**src/rtl/serial_addsub_seq_if.sv**
```systemverilog
// serial_addsub_seq_if: request/response bundle for the bit-serial add/sub
// sequencer.
//   master : start, sub, a, b                      -> sequencer
//   slave  : in_ready, busy, done, result, cout, ovf -> requester
interface serial_addsub_seq_if #(
  parameter int WIDTH = 8
);
  logic             start;
  logic             sub;
  logic [WIDTH-1:0] a;
  logic [WIDTH-1:0] b;
  logic             in_ready;
  logic             busy;
  logic             done;
  logic [WIDTH-1:0] result;
  logic             cout;
  logic             ovf;

  modport master (
    output start, sub, a, b,
    input  in_ready, busy, done, result, cout, ovf
  );

  modport slave (
    input  start, sub, a, b,
    output in_ready, busy, done, result, cout, ovf
  );
endinterface

```
**src/rtl/serial_addsub_seq.sv**
```systemverilog
// serial_addsub_seq: bit-serial add/subtract sequencer. One full-adder stage
// is reused for every bit position, LSB first, one bit per clock.
//   clk, rst_n   : clock, async active-low reset
//   bus.start    : request, taken when in_ready=1 (captures sub/a/b)
//   bus.in_ready : high in IDLE and DONE
//   bus.busy     : high in RUN
//   bus.done     : one-cycle pulse, result/cout/ovf just updated
//   bus.result   : last sum/difference, held until the next done
//   bus.cout     : carry out of MSB (sub: 1 = no borrow)
//   bus.ovf      : signed overflow of the last operation
module serial_addsub_seq #(
  parameter int WIDTH = 8
) (
  input logic                clk,
  input logic                rst_n,
  serial_addsub_seq_if.slave bus
);
  localparam int CNT_W = $clog2(WIDTH) + 1;

  typedef enum logic [1:0] {IDLE, RUN, DONE} state_t;

  state_t           state, state_nxt;
  logic [WIDTH-1:0] a_sr, b_sr, sum_sr, sum_nxt;
  logic [WIDTH-1:0] result_q;
  logic [CNT_W-1:0] cnt;
  logic             carry, cout_q, ovf_q;
  logic             s, c, c_msb_in, last, accept;
  logic             in_ready, busy, done;

  // shared full-adder stage
  assign s        = a_sr[0] ^ b_sr[0] ^ carry;
  assign c        = (a_sr[0] & b_sr[0]) | (a_sr[0] & carry) | (b_sr[0] & carry);
  assign sum_nxt  = {s, sum_sr[WIDTH-1:1]};
  assign last     = (cnt == CNT_W'(WIDTH - 1));
  // carry into the MSB position is the live carry on the last bit edge
  assign c_msb_in = carry;
  assign accept   = in_ready & bus.start;

  // state register
  always_ff @(posedge clk or negedge rst_n) begin
    if (!rst_n) state <= IDLE;
    else        state <= state_nxt;
  end

  // next state
  always_comb begin
    state_nxt = state;
    case (state)
      IDLE:    if (bus.start) state_nxt = RUN;
      RUN:     if (last)      state_nxt = DONE;
      DONE:    state_nxt = bus.start ? RUN : IDLE;
      default: state_nxt = IDLE;
    endcase
  end

  // outputs decoded from state only, no combinational path from start
  always_comb begin
    in_ready = 1'b0;
    busy     = 1'b0;
    done     = 1'b0;
    case (state)
      IDLE:    in_ready = 1'b1;
      RUN:     busy     = 1'b1;
      DONE:    begin in_ready = 1'b1; done = 1'b1; end
      default: in_ready = 1'b1;
    endcase
  end

  // datapath
  always_ff @(posedge clk or negedge rst_n) begin
    if (!rst_n) begin
      a_sr     <= '0;
      b_sr     <= '0;
      sum_sr   <= '0;
      carry    <= 1'b0;
      cnt      <= '0;
      result_q <= '0;
      cout_q   <= 1'b0;
      ovf_q    <= 1'b0;
    end else if (accept) begin
      // subtraction as a + ~b + 1: invert b, seed carry with 1
      a_sr  <= bus.a;
      b_sr  <= bus.sub ? ~bus.b : bus.b;
      carry <= bus.sub;
      cnt   <= '0;
    end else if (busy) begin
      a_sr   <= a_sr >> 1;
      b_sr   <= b_sr >> 1;
      sum_sr <= sum_nxt;
      carry  <= c;
      cnt    <= cnt + 1'b1;
      if (last) begin
        result_q <= sum_nxt;
        cout_q   <= c;
        ovf_q    <= c_msb_in ^ c;
      end
    end
  end

  assign bus.in_ready = in_ready;
  assign bus.busy     = busy;
  assign bus.done     = done;
  assign bus.result   = result_q;
  assign bus.cout     = cout_q;
  assign bus.ovf      = ovf_q;
endmodule

```
**src/flat_wrapper.sv**
```systemverilog
// flat-port wrapper written by rule: the top's interface ports become plain ports
module serial_addsub_seq_flat 
#(
  parameter int WIDTH = 8
)
  (clk, rst_n, bus_start, bus_sub, bus_a, bus_b, bus_in_ready, bus_busy, bus_done, bus_result, bus_cout, bus_ovf);
  serial_addsub_seq_if #(.WIDTH(WIDTH)) bus_i ();
  input logic clk;
  input logic rst_n;
  input wire logic [$bits(bus_i.start)-1:0] bus_start;
  input wire logic [$bits(bus_i.sub)-1:0] bus_sub;
  input wire logic [$bits(bus_i.a)-1:0] bus_a;
  input wire logic [$bits(bus_i.b)-1:0] bus_b;
  output wire logic [$bits(bus_i.in_ready)-1:0] bus_in_ready;
  output wire logic [$bits(bus_i.busy)-1:0] bus_busy;
  output wire logic [$bits(bus_i.done)-1:0] bus_done;
  output wire logic [$bits(bus_i.result)-1:0] bus_result;
  output wire logic [$bits(bus_i.cout)-1:0] bus_cout;
  output wire logic [$bits(bus_i.ovf)-1:0] bus_ovf;
  assign bus_i.start = bus_start;
  assign bus_i.sub = bus_sub;
  assign bus_i.a = bus_a;
  assign bus_i.b = bus_b;
  assign bus_in_ready = bus_i.in_ready;
  assign bus_busy = bus_i.busy;
  assign bus_done = bus_i.done;
  assign bus_result = bus_i.result;
  assign bus_cout = bus_i.cout;
  assign bus_ovf = bus_i.ovf;
  serial_addsub_seq #(.WIDTH(WIDTH)) u_core (.clk(clk), .rst_n(rst_n), .bus(bus_i));
endmodule
```
**config.mk**
```make
export PLATFORM = sky130hd
export DESIGN_NAME = serial_addsub_seq_flat
export DESIGN_NICKNAME = d
export VERILOG_FILES = /design/src/rtl/serial_addsub_seq_if.sv /design/src/rtl/serial_addsub_seq.sv /design/src/flat_wrapper.sv
export SDC_FILE = /design/constraint.sdc
export NUM_CORES = 1
export LEC_CHECK = 0
export CAP_MARGIN = 20
export CORE_UTILIZATION = 55
export DETAILED_ROUTE_END_ITERATION = 8
export GPL_TIMING_DRIVEN = 0
export HOLD_SLACK_MARGIN = 0.15
export PLACE_DENSITY = 0.87
export SYNTH_ARGS = -nofsm -noshare
export SYNTH_HDL_FRONTEND = slang
export SYNTH_SLANG_ARGS = --single-unit
```
**constraint.sdc**
```tcl
create_clock -name clk -period 3.6 [get_ports clk]
set_clock_uncertainty 0.15 [all_clocks]
set_input_delay 0.36 -clock clk [delete_from_list [all_inputs] [get_ports clk]]
set_output_delay 0.36 -clock clk [all_outputs]
set_load 0.005 [all_outputs]
```
; ---- Word level (Yosys, flattened, before mapping)
; Index checks and enable logic that the tools add are counted.
[totals]
input_bits = 20
out_inout_bits = 13
reg_bits = 41
[classes]
n_reduce_logical = 5
add_sub_neg = 1
eq_ne = 5
muxes = 16
bitwise_logic = 11
[ops]
columns = operator, count
row1 = 2-to-1 mux 8 bit, 5
row2 = 2-to-1 mux 4 bit, 2
row3 = inverter 8 bit, 1
row4 = 2-to-1 mux 1 bit, 6
row5 = case mux 2 bit (3 select lines), 1
row6 = adder 4 x 1 -> 4 bit (second input constant), 1
row7 = bitwise AND 1 bit, 4
row8 = equality test 4 x 3 -> 1 bit (second input constant), 1
row9 = 2-to-1 mux 2 bit, 2
row10 = AND reduction 2 bit, 2
row11 = AND reduction 3 bit, 1
row12 = bitwise XOR 1 bit, 3
row13 = equality test 2 x 1 -> 1 bit (second input constant), 1
row14 = equality test 2 bit (second input constant), 1
row15 = logical NOT 2 bit, 1
row16 = != test 2 x 1 -> 1 bit (second input constant), 1
row17 = != test 2 bit (second input constant), 1
row18 = bitwise OR 1 bit, 2
row19 = nonzero test 2 bit, 1
row20 = inverter 1 bit, 1

; ---- Logic depth before layout (Yosys ltp)
[depth]
ltp_word = 5
mapped_depth = 5
ltp_nobuf = 4

; ---- Worst setup path before layout
; Ideal clock, no wire load.
[synth_path]
path_kind = flip-flop to flip-flop
start = reg u_core.cnt[0]
end = reg u_core.cout_q (netlist: u_core.bus.cout)
setup_slack_ps = 1988
path_stages_with_launch = 6
synth_period_minus_slack_ps = 1612
t_arrival_ps = 1337
required_time_ps = 3325
cell_sequence = dfrtp_1 ha_1 nand3b_4 nor3b_4 buf_6 mux2_4
[synth_via]
elab_chain_len = 2
[synth_rtl]
columns = item, line_no
row1 = "start, declared", serial_addsub_seq.sv:25  ; logic [CNT_W-1:0] cnt;
row2 = "start signal, assigned", serial_addsub_seq.sv:91  ; cnt <= cnt + 1'b1;
row3 = equality test 4 x 3 -> 1 bit, serial_addsub_seq.sv:34  ; assign last = (cnt == CNT_W'(WIDTH - 1));
row4 = AND reduction 3 bit (no line), -
row5 = "end signal, assigned", serial_addsub_seq.sv:78  ; cout_q <= 1'b0;
row6 = "end signal, assigned", serial_addsub_seq.sv:94  ; cout_q <= c;
row7 = "end, declared", serial_addsub_seq.sv:26  ; logic carry, cout_q, ovf_q;
; Every way passes these cells.
; A chain may end at the register's enable or synchronous reset.

; ---- Worst setup path after layout
[layout_path]
start = reg u_core.state[1]
end = out bus_busy
[layout_via]
elab_chain_len = 2
[layout_rtl]
columns = item, line_no
row1 = "start, declared", serial_addsub_seq.sv:22  ; state_t state, state_nxt;
row2 = "start signal, assigned", serial_addsub_seq.sv:42  ; else state <= state_nxt;
row3 = equality test 2 x 1 -> 1 bit, serial_addsub_seq.sv:61  ; case (state)
row4 = 2-to-1 mux 1 bit, serial_addsub_seq.sv:61
row5 = "end, declared", flat_wrapper.sv:15  ; output wire logic [$bits(bus_i.busy)-1:0] bus_busy;
; Every way passes these cells.

==> impl_metrics.env <==
export IMPL_detailed_place_hpwl_um=2330
export IMPL_pre_cts_ws_ns=1.56
export IMPL_cap_violations=0
export IMPL_drv_slew=0
export IMPL_hp_class="input pin to register"
export IMPL_htree_levels=2
export IMPL_syn_area_um2=1850
export IMPL_cp_slowest_stage_delay_ns=0.54
export IMPL_final_nets=205
export IMPL_arrival_ns=1.91
export IMPL_vias=1209
export IMPL_relSlewSlack_pct=42.1
export IMPL_status="finished, final reports clean"
export IMPL_met2_usage_pct=36.2
export IMPL_placementRows=20
export IMPL_area_growth_pct=22.7
export IMPL_clock_fmax_mhz=413
export IMPL_ant_nets=0
export IMPL_syn_mean_instance_area_um2=12.8
export IMPL_wirelength_um=3230
export IMPL_final_common_cell="dfrtp_1"
export IMPL_hold_violations=0
export IMPL_fin_ws_ns=1.18
export IMPL_core_um2=3130
export IMPL_slowest_stage="clkdlybuf4s50_1"
export IMPL_power_density_nw_per_um2=751
export IMPL_wl_per_cell_um=14.2
export IMPL_grt_pass1_wl_um=5480
export IMPL_antenna_found_initial=0
export IMPL_grt_max_degree=41
export IMPL_synth_area_top_cells="dfrtp_1 54%, mux2i_1 8.7%, mux2_4 7.3%"
export IMPL_cts_tree="done"
export IMPL_fin_setup_tns_ns=0
export IMPL_critPathRequiredTime_ns=3.09
export IMPL_placed_area_um2=2200
export IMPL_yosys_area_top_type="dfrtp_1"
export IMPL_first_pass_iters=4
export IMPL_drive_gt1_share_pct=19.0
export IMPL_top_level_ports=33
export IMPL_use_met1_pct=25.0
export IMPL_ir_worst_vdd_mv=0.369
export IMPL_cp_start_kind="register"
export IMPL_grt_busiest_layer="met2"
export IMPL_postSynthRegisterBits=40
export IMPL_post_cts_buffers=0
export IMPL_cts_hold_buf=1
export IMPL_place_gp_congestion=0.688
export IMPL_yosysTopAreaCellShare_pct=54.1
export IMPL_initialDrtViolationCount=30
export IMPL_start_util_pct=59.2
export IMPL_die_y_um=60.0
export IMPL_crit_chain="and2b_1, buf_6, buf_2, clkdlybuf4s50_1"
export IMPL_grtUsageMet3_pct=4.98
export IMPL_clk_pin_slew_ns=0.11
export IMPL_fin_area_um2=2270
export IMPL_period_minus_slack_ns=2.42
export IMPL_io_buffers=30
export IMPL_diodes=0
export IMPL_die_area_um2=3600
export IMPL_first_global_vias=1271
export IMPL_drc_errors=0
export IMPL_setup_viol_count_final=0
export IMPL_ys_seq_area_share_pct=54.1
export IMPL_track_usage_pct=21.1
export IMPL_cts_buffers=5
export IMPL_crit_type="register to primary output"
export IMPL_fin_crit_sh_pct=67.2
export IMPL_die_x_um=60.0
export IMPL_ctsResizeCount=0
export IMPL_cp_max_fo=10
export IMPL_syn_nets=167
export IMPL_layout_common_cells="40 x dfrtp_1, 29 x clkdlybuf4s50_1, 18 x o21ai_0, 17 x nand2_1, 16 x mux2i_1"
export IMPL_synth_warning_count=0
export IMPL_overflow=0
export IMPL_cts_buffer_depth=2
export IMPL_hold_ws_ns=0.262
export IMPL_clkLatencyLatePin_ns=0.34
export IMPL_root_buffer="clkbuf_4"
export IMPL_endpoint_kind="primary output"
export IMPL_syn_inst=145
export IMPL_via_per_inst=5.30
export IMPL_rsz0062_at_grt="false"
export IMPL_worstMarginPinSlew_ns=0.869
export IMPL_p_total_uw=1700
export IMPL_cts_sinks=40
export IMPL_p_leak_uw=0.00105
export IMPL_r2r_slack_ns=1.84
export IMPL_yosysUniqueCellTypes=23
synthesized netlist by cell type:
cell	n
a211oi_1	1
a22o_1	1
and2b_1	2
buf_2	5
buf_6	3
clkbuf_1	1
dfrtp_1	40
fa_1	1
ha_1	1
inv_1	2
mux2_2	9
mux2_4	9
mux2i_1	16
nand2_1	17
nand3_1	1
nand3b_1	2
nand3b_4	1
nor2_1	3
nor3b_4	1
o211ai_1	1
o21ai_0	18
xnor2_1	2
xor2_1	8
power breakdown:
| part | switching (uW) | internal, uW | leakage (uW) |
|---|---|---|---|
| Combinational | 281 | 416 | 0.000516 |
| Sequential | 130 | 645 | 0.000499 |
| Clock | 136 | 96.5 | 0.0000326 |
registers in the layout, summed over array words and instances, names as in the netlist:
register,count
u_core.a_sr,8
u_core.b_sr,8
u_core.bus.result,8
u_core.sum_sr,7
u_core.cnt,4
u_core.state,2
u_core.bus.cout,1
u_core.bus.ovf,1
u_core.c_msb_in,1
per-stage QoR:
step | cells | utilization (%)
2_1_floorplan | 145 | -
3_3_place_gp | 219 | 70.5
3_5_place_dp | 219 | 70.4
4_1_cts | 228 | 72.6
5_1_grt | 228 | 72.6
6_report | 228 | 72.6
worst max-delay path, delay by kind of cell, from the launching register on:
kind                   cells  cell delay [ns]
flip-flops                 1             0.42
AND/OR/NAND/NOR            1             0.24
buffers and inverters      3             0.92
area by class of cell:
cell class / count / area [um^2]
buffer: 9 / 62.6
clock buffer: 8 / 58.8
fill: 217 / 858
inverter: 2 / 7.51
multi-input combinational: 94 / 779
sequential: 40 / 1000
tap: 44 / 55.1
timing repair buffer: 31 / 305
cell families (layout without fill, tap and decap cells):
group	count (synthesis)	in the layout	share of synthesized area (%)
DFF	40	40	54.1
xor gates and xnor gates	10	10	4.73
AOI/OAI and AO/OA	21	21	6.15
and+or+nand+nor	27	27	8.05
adders and majority gates	2	2	1.76
muxes	34	34	21.4
buffers and inverters	11	50	3.79
metal layers:
metal	share of wire (%)	wire, um	vias to the layer above
met3	3.8	123	7
met2	50	1620	28
met5	0	0	-
met1	44	1430	602
li1	-	-	572
met4	1.6	53	0
path summary, 6_finish.rpt:
| check | cells past startpoint | end | startpoint |
|---|---|---|---|
| worst max-delay path | 4 | bus_busy | u_core.state[1] |
| worst min-delay path | 2 | u_core.b_sr[7] | bus_start |
| worst max register to register | 5 | u_core.bus.result[3] | u_core.cnt[0] |
| worst min register to register | 2 | u_core.a_sr[0] | u_core.a_sr[1] |
| max in group asynchronous | 2 | u_core.bus.result[6] | rst_n |
| min in group asynchronous | 2 | u_core.c_msb_in | rst_n |
Power figures use the tool's default switching activity.
